## src/rtl/hcsr04_pkg.sv

```systemverilog
// rtl/hcsr04_pkg.sv - shared constants and state encoding for the HC-SR04 range filter
package hcsr04_pkg;

  // Measurement FSM state encoding
  localparam logic [2:0] S_IDLE      = 3'd0;
  localparam logic [2:0] S_FIRE      = 3'd1;
  localparam logic [2:0] S_WAIT_DONE = 3'd2;
  localparam logic [2:0] S_FILTER    = 3'd3;
  localparam logic [2:0] S_HOLDOFF   = 3'd4;

  // Default timing: 60 ms repetition and 50 ms echo timeout at 50 MHz
  localparam int CLK_HZ             = 50_000_000;
  localparam int DEF_PERIOD_CYCLES  = 3_000_000;
  localparam int DEF_TIMEOUT_CYCLES = 2_500_000;
  localparam int DEF_AVG_LOG2       = 2;
  localparam int DEF_MAX_MM         = 4000;

  // Sensor samples are 16-bit millimetre values
  localparam int SAMPLE_W = 16;

  // Running sum must hold 2^avg_log2 full-scale samples without overflow
  function automatic int sum_width(input int avg_log2);
    return SAMPLE_W + avg_log2;
  endfunction

endpackage

```

## src/rtl/hcsr04_avg_ring.sv

```systemverilog
// rtl/hcsr04_avg_ring.sv - moving-average ring buffer with running sum and first-sample preload
module hcsr04_avg_ring
  import hcsr04_pkg::*;
#(
  parameter int AVG_LOG2 = DEF_AVG_LOG2
) (
  input  logic                clk,
  input  logic                rst_n,
  input  logic                wr,
  input  logic [SAMPLE_W-1:0] sample,
  output logic [SAMPLE_W-1:0] avg
);

  localparam int DEPTH = 1 << AVG_LOG2;
  localparam int SUM_W = sum_width(AVG_LOG2);
  localparam int PTR_W = AVG_LOG2;

  logic [SAMPLE_W-1:0] mem_q [DEPTH];
  logic [PTR_W-1:0]    ptr_q;
  logic [SUM_W-1:0]    sum_q;
  logic [SUM_W-1:0]    sum_d;
  logic                primed_q;

  // Replace the oldest entry in the sum; the sum never underflows since it contains that entry
  always_comb begin
    sum_d = sum_q - SUM_W'(mem_q[ptr_q]) + SUM_W'(sample);
  end

  // Buffer, pointer and sum update; the first write fills every slot so the average starts settled
  always_ff @(posedge clk or negedge rst_n) begin
    if (!rst_n) begin
      for (int i = 0; i < DEPTH; i++) begin
        mem_q[i] <= '0;
      end
      ptr_q    <= '0;
      sum_q    <= '0;
      primed_q <= 1'b0;
    end else if (wr) begin
      if (!primed_q) begin
        for (int i = 0; i < DEPTH; i++) begin
          mem_q[i] <= sample;
        end
        sum_q    <= SUM_W'(sample) << AVG_LOG2;
        primed_q <= 1'b1;
      end else begin
        mem_q[ptr_q] <= sample;
        sum_q        <= sum_d;
      end
      ptr_q <= ptr_q + PTR_W'(1);
    end
  end

  assign avg = SAMPLE_W'(sum_q >> AVG_LOG2);

endmodule

```

## src/rtl/hcsr04_range_filter.sv

```systemverilog
// rtl/hcsr04_range_filter.sv - periodic HC-SR04 trigger, timeout guard, range check and averaged output
module hcsr04_range_filter
  import hcsr04_pkg::*;
#(
  parameter int PERIOD_CYCLES  = DEF_PERIOD_CYCLES,
  parameter int TIMEOUT_CYCLES = DEF_TIMEOUT_CYCLES,
  parameter int AVG_LOG2       = DEF_AVG_LOG2,
  parameter int MAX_MM         = DEF_MAX_MM
) (
  input  logic                clk,
  input  logic                rst_n,
  input  logic                enable,
  output logic                start,
  input  logic                done,
  input  logic [SAMPLE_W-1:0] distance_in,
  output logic [SAMPLE_W-1:0] distance_out,
  output logic                valid,
  output logic                out_of_range,
  output logic                timeout_err
);

  localparam int CNT_W = $clog2(PERIOD_CYCLES);

  logic [2:0]          state_q, state_d;
  logic [CNT_W-1:0]    per_q, per_d;
  logic [CNT_W-1:0]    to_q, to_d;
  logic [SAMPLE_W-1:0] sample_q, sample_d;
  logic                done_q;
  logic                start_q;
  logic                valid_q;
  logic                oor_q, oor_d;
  logic                terr_q, terr_d;

  logic done_edge;
  logic in_range;
  logic timed_out;
  logic period_end;
  logic accept;

  assign done_edge  = done & ~done_q;
  assign in_range   = (sample_q != '0) && (sample_q <= SAMPLE_W'(MAX_MM));
  assign timed_out  = (to_q == CNT_W'(TIMEOUT_CYCLES));
  // >= keeps the schedule safe even if the measurement finished very late in the period
  assign period_end = (per_q >= CNT_W'(PERIOD_CYCLES - 1));
  assign accept     = (state_q == S_FILTER) && in_range;

  // Next-state, sample capture and completion flags
  always_comb begin
    state_d  = state_q;
    sample_d = sample_q;
    oor_d    = oor_q;
    terr_d   = terr_q;
    case (state_q)
      S_IDLE: begin
        if (enable) state_d = S_FIRE;
      end
      S_FIRE: begin
        state_d = S_WAIT_DONE;
      end
      S_WAIT_DONE: begin
        // A done edge coinciding with expiry still counts as a valid echo
        if (done_edge) begin
          sample_d = distance_in;
          state_d  = S_FILTER;
        end else if (timed_out) begin
          terr_d  = 1'b1;
          oor_d   = 1'b0;
          state_d = S_HOLDOFF;
        end
      end
      S_FILTER: begin
        oor_d   = ~in_range;
        terr_d  = 1'b0;
        state_d = S_HOLDOFF;
      end
      S_HOLDOFF: begin
        if (period_end) state_d = enable ? S_FIRE : S_IDLE;
      end
      default: begin
        state_d = S_IDLE;
      end
    endcase
  end

  // Both counters measure cycles since the start pulse; they restart on the way into FIRE
  always_comb begin
    per_d = (state_q == S_IDLE) ? per_q : per_q + CNT_W'(1);
    to_d  = ((state_q == S_FIRE) || (state_q == S_WAIT_DONE)) ? to_q + CNT_W'(1) : to_q;
    if (state_d == S_FIRE) begin
      per_d = '0;
      to_d  = '0;
    end
  end

  // State, counters, edge detector and registered outputs
  always_ff @(posedge clk or negedge rst_n) begin
    if (!rst_n) begin
      state_q  <= S_IDLE;
      per_q    <= '0;
      to_q     <= '0;
      sample_q <= '0;
      done_q   <= 1'b0;
      start_q  <= 1'b0;
      valid_q  <= 1'b0;
      oor_q    <= 1'b0;
      terr_q   <= 1'b0;
    end else begin
      state_q  <= state_d;
      per_q    <= per_d;
      to_q     <= to_d;
      sample_q <= sample_d;
      done_q   <= done;
      start_q  <= (state_d == S_FIRE);
      valid_q  <= accept;
      oor_q    <= oor_d;
      terr_q   <= terr_d;
    end
  end

  hcsr04_avg_ring #(
    .AVG_LOG2 (AVG_LOG2)
  ) u_avg_ring (
    .clk    (clk),
    .rst_n  (rst_n),
    .wr     (accept),
    .sample (sample_q),
    .avg    (distance_out)
  );

  assign start        = start_q;
  assign valid        = valid_q;
  assign out_of_range = oor_q;
  assign timeout_err  = terr_q;

endmodule

```

## config.mk

```make
export PLATFORM = sky130hd
export DESIGN_NAME = hcsr04_range_filter
export DESIGN_NICKNAME = d
export VERILOG_FILES = /design/src/rtl/hcsr04_pkg.sv /design/src/rtl/hcsr04_avg_ring.sv /design/src/rtl/hcsr04_range_filter.sv
export SDC_FILE = /design/constraint.sdc
export NUM_CORES = 1
export LEC_CHECK = 0
export BUFFER_PORTS_ARGS = -buffer_cell sky130_fd_sc_hd__buf_2
export CAP_MARGIN = 20
export CORE_MARGIN = 5
export CORE_UTILIZATION = 55
export DETAILED_ROUTE_END_ITERATION = 12
export PLACE_DENSITY = 0.79
export SETUP_SLACK_MARGIN = 0.15
export SLEW_MARGIN = 20
export SYNTH_ARGS = -nofsm -noshare
export SYNTH_HDL_FRONTEND = slang
export SYNTH_HIERARCHICAL = 1
export SYNTH_SLANG_ARGS = --single-unit
```

## constraint.sdc

```tcl
create_clock -name clk -period 9.95 [get_ports clk]
set_input_delay 0.995 -clock clk [delete_from_list [all_inputs] [get_ports clk]]
set_output_delay 0.995 -clock clk [all_outputs]
set_load 0.01 [all_outputs]
```

* Word level (Yosys, flattened, before mapping)
Cells that the tools add are included.
Widths: inputs -> output; s select.
** Cells by class
- Add/subtract/negate cells :: 5
- $mul :: 0
- Div/mod/pow operators :: 0
- Magnitude comparators :: 4
- Equal/unequal tests :: 9
- Shifts and indexed selects :: 0
- Multiplexer cells :: 24
- Bitwise gates (word level) :: 4
- Reduce and logical (&&, ||, !) cells :: 10
** Operator list (number)
- $mux 22 :: 4
- $bwmux 64 :: 1
- $mux 64 :: 1
- $mux 16 :: 3
- $add 22x1->22 const B :: 2
- $bmux 16 s2 :: 1
- $demux 16 s2 :: 1
- $eq 22x22->1 const B :: 1
- $ge 22x22->1 const B :: 1
- $add 18x16->18 :: 1
- $mux 18 :: 1
- $sub 18x16->18 :: 1
- $le 16x12->1 const B :: 1
- $reduce_bool 16->1 :: 1
- $pmux 3 s5 :: 1
- $mux 3 :: 4
- $eq 3x1->1 const B :: 2
- $eq 3x2->1 const B :: 2
- $mux 1 :: 5
- $ne 2x2->1 const B :: 2
- $pmux 1 s2 :: 2
- $reduce_bool 2->1 :: 2
- $eq 3x3->1 const B :: 1
- $ge 3x3->1 const B :: 1
- other kinds (11) :: 14
** Storage, ports and cells
- Flip-flop bits (word level) :: 153
- Bits in latches :: 0
- Bits in writable memories :: 0
- Bits in read-only memories :: 0
- Output and inout bits :: 20
- Memories kept :: 0

* Depth between registers and ports, before layout
- Word-level depth :: 7
- Gate-level depth with buffers :: 13
- Mapped depth without buffers :: 12

* By module
The synthesis kept the hierarchy.
** By module, submodules not included
- hcsr04_avg_ring :: instances 1, cells each 512, area each 5012.3 um^2
- hcsr04_range_filter :: instances 1, cells each 336, area each 3530.9 um^2

* Worst setup path after synthesis
Ideal clock, no wire load.
- Kind :: flip-flop to flip-flop
- Start point :: register u_avg_ring.ptr_q[0]
- End point :: register u_avg_ring.sum_q[14]
- Arrival time :: 3.393 ns
- Setup slack :: 6.414 ns
- Cell stages (with the launch flop) :: 14
- Path buffers :: 2
- Cell sequence :: dfrtp_1 > buf_2 > buf_2 > mux4_2 > fa_1 > inv_1 > ha_1 > a21o_1 > a21o_1 > a211oi_1 > o31a_1 > o21bai_1 > xnor2_1 > o221ai_1
** On the way
- Longest elaborated chain between the ends :: 7
** RTL lines
- start, declared :: line hcsr04_avg_ring.sv:19 : logic [PTR_W-1:0] ptr_q;
- start signal, assigned :: line hcsr04_avg_ring.sv:49 : ptr_q <= ptr_q + PTR_W'(1);
- $not 2->3 (not written as such) :: line hcsr04_avg_ring.sv:26 : sum_d = sum_q - SUM_W'(mem_q[ptr_q]) + SUM_W'(sample);
- $bmux 16 s2 :: line hcsr04_avg_ring.sv:26
- $mux 16 (not written as such) (2 in series) :: line hcsr04_avg_ring.sv:26
- $sub 18x16->18 :: line hcsr04_avg_ring.sv:26
- $add 18x16->18 :: line hcsr04_avg_ring.sv:26
- $mux 18 :: line hcsr04_avg_ring.sv:39 : if (!primed_q) begin
- end signal, assigned :: line hcsr04_avg_ring.sv:43 : sum_q <= SUM_W'(sample) << AVG_LOG2;
- end signal, assigned :: line hcsr04_avg_ring.sv:47 : sum_q <= sum_d;
- end, declared :: line hcsr04_avg_ring.sv:20 : logic [SUM_W-1:0] sum_q;
No other way between the ends. The select of a mux whose other input is x is not followed.
A chain may end at the register's enable or synchronous reset.

* Worst setup path after layout
Ends and elaborated chain as after synthesis.

==> results.toml <==
[cells_and_area]
n_fill_cell = 1227
drive_gt1_frac = 0.164
fin_util = 0.620
finalNonFillerCells = 1058
regArea_mm2 = 0.00383
fin_area_mm2 = 0.00942
antenna_cells = 0
fin_nets = 918
multiInputGateArea_mm2 = 0.00415
areaGrowthSynthToFinish_pct = 10.3

[routing]
vias = 6276
dr.first_iter.drc_count = 553
viasPerCell = 5.93
wirelength_um = 18200
route.detailed.drc = 0
drt_first_pass_iters = 7
ant_nets = 0
wl_per_cell_um = 17.2

[critical_path]
critPathArrivalTime_ps = 4270
crit_buf_inv = 2
slowest_stage = "dfrtp_1"
critPathTopFamily = "compound AO/OA/AOI/OAI gates"
critPathKind = "reg -> reg"
cp_cell_sequence = "buf_4, mux4_2, fa_1, inv_1, ha_1, and3_1, a221oi_2, o31a_1, o21bai_1, xnor2_1, o221ai_1"
required_ps = 10210
r2r-start = "u_avg_ring/ptr_q[0]"
slowest_delay_ps = 590
cp_max_fo = 13
crit_path_start_kind = "flip-flop"
startpoint = "u_avg_ring/ptr_q[0]"
end_kind = "flip-flop"

[synth]
synth.avg_cell_area_um2 = 10.1
synth_top_area_cell = "dfrtp_1"
syn_area_mm2 = 0.00854
async_reset_ff_frac = 1.00
synth-main-ff-cell = "dfrtp_1"
synth.top_cells.by_count = "153 x dfrtp_1, 89 x nand2_1, 78 x inv_1, 63 x o21ai_0, 43 x a21oi_1"
ys_warn_count = 6
synth.distinct_cells = 71
synth_seq_cells = 153
synth_area_leaders = "dfrtp_1 45%, mux4_2 4.2%, nand2_1 3.9%"
synthMostInstantiatedCell = "dfrtp_1"
synth_edf_count = 0
netlist_instances = 848
yosysTopAreaCellShare = 0.448
syn_nets = 909
ys_seq_area_frac = 0.448

[timing]
max-slew-margin-rel = 0.332
setup_viol = 0
skew_ps = 14.5
max_slew.worst_pin.slew_ps = 1000
hold_viol = 0
final.min_clock_period_ps = 4010
grt_setup_unrepaired = "no"
fmaxAchievable_ghz = 0.250
tns_ps = 0
maxSlewViolCount = 0
hold_ws_ps = 477
fin_crit_sh = 0.403

[placement]
dp_cells = 1026
dpl-instance-area_mm2 = 0.00879
dpl.hpwl_um = 12400
place_congestion = 0.917
port_buffers = 39

[floorplanning]
core_region_area_mm2 = 0.0152
initial_core_util = 0.562
io_pins = 40
die_area_mm2 = 0.0181
fp.dieH_um = 135
dieWidth_um = 135
num_rows = 45

[flow_run]
cap_violations = 0

[clock_tree]
cts_sinks = 153
cts_hold_buf = 0
clk_pin_slew_ps = 60
insertion_delay_ps = 430
cts_buffers = 17
cts_tree = "built"
h-tree-depth = 4
clockBufferDepth = 2
cts_root_buffer = "clkbuf_16"
cts_setup_buffers = 0
cts_resized = 0

[global_routing]
track_usage = 0.215
grt_max_degree = 79
antenna_found_initial = 0
grt_pass1_vias = 6282
gr-total-overflow = 0
grt_pass1_wl_um = 31500

[hold_path]
hold_start = "u_avg_ring/mem_q[31]"
min_path_type = "reg -> reg"

[pwr]
power_density_mw_per_mm2 = 384
vdd_drop_max_uv = 209
power_leakage_nw = 4.30

[outcome]
status = "completed"
state kept, by name, indices dropped and copies added (netlist names), 2 cells and up:
| register | flops |
|---|---|
| u_avg_ring/mem_q | 64 |
| to_q | 22 |
| u_avg_ring/sum_q | 18 |
| sample_q | 16 |
| u_avg_ring/ptr_q | 2 |
| state_q | 3 |
| per_q | 22 |
power by group:
group | leakage [nW] | total, mW | internal [mW] | switching (mW)
logic | 1.96 | 1.93 | 0.839 | 1.09
registers | 2.04 | 1.01 | 0.812 | 0.195
clock network | 0.300 | 0.678 | 0.410 | 0.268
cell usage in the layout (no fill, tap or decap), types with 19 or more instances in the layout:
master	count
o21ai_1	21
a22oi_1	19
mux2_2	20
ha_1	25
o21ai_0	63
nor2_1	19
inv_1	78
buf_2	38
nand2_1	89
nand3_1	24
a21oi_1	43
xnor2_1	19
dfrtp_1	153
worst reg2reg max path: stages, from the launching register on:
cell and delay (ps):
dfrtp_1 590, buf_4 380, mux4_2 560, fa_1 490
inv_1 50, ha_1 370, and3_1 210, a221oi_2 450
o31a_1 310, o21bai_1 140, xnor2_1 180, o221ai_1 120
path summary, 6_finish.rpt:
check / endpoint / slack [ps] / depth (start not counted)
worst max register to register: u_avg_ring/sum_q[14] / 5940 / 11
worst min register to register: u_avg_ring/mem_q[31] / 480 / 2
min in group asynchronous: u_avg_ring/mem_q[32] / 600 / 1
worst max-delay path: u_avg_ring/sum_q[14] / 5940 / 11
max in group asynchronous: u_avg_ring/mem_q[55] / 7940 / 2
worst min-delay path: u_avg_ring/mem_q[31] / 480 / 2
through the flow:
| step | power, mW | setup slack (ps) |
|---|---|---|
| 3_5_place_dp | 2.91 | 6010 |
| 6_report | 3.61 | 5940 |
| 2_1_floorplan | 2.53 | 6410 |
| 5_1_grt | 3.91 | 5760 |
| 3_3_place_gp | 2.84 | 6170 |
| 4_1_cts | 3.61 | 6000 |
metal layers:
layer  GRT usage  vias up  wire length, um
met5           0        -                0
met4      0.0571        0              189
met3      0.0496       17              896
met2       0.342      157             8720
met1       0.301     3085             8440
li1            -     3017                -
cell type report:
class,count,area share
inverters,78,0.0311
multi-input cells,560,0.441
well taps,188,0.0250
repair buffers,47,0.0307
flip-flops and latches,153,0.406
clock inverters,13,0.0178
clock buffers,19,0.0481
kinds of logic after synthesis:
group                      share of synthesized area
DFF                                            0.448
adders and majority gates                     0.0741
xor gates and xnor gates                      0.0369
muxes                                         0.0756
and+or+nand+nor                                0.142
buffers and inverters                         0.0700
AOI/OAI and AO/OA                              0.153
No activity file was read; power rests on OpenSTA's default activity.
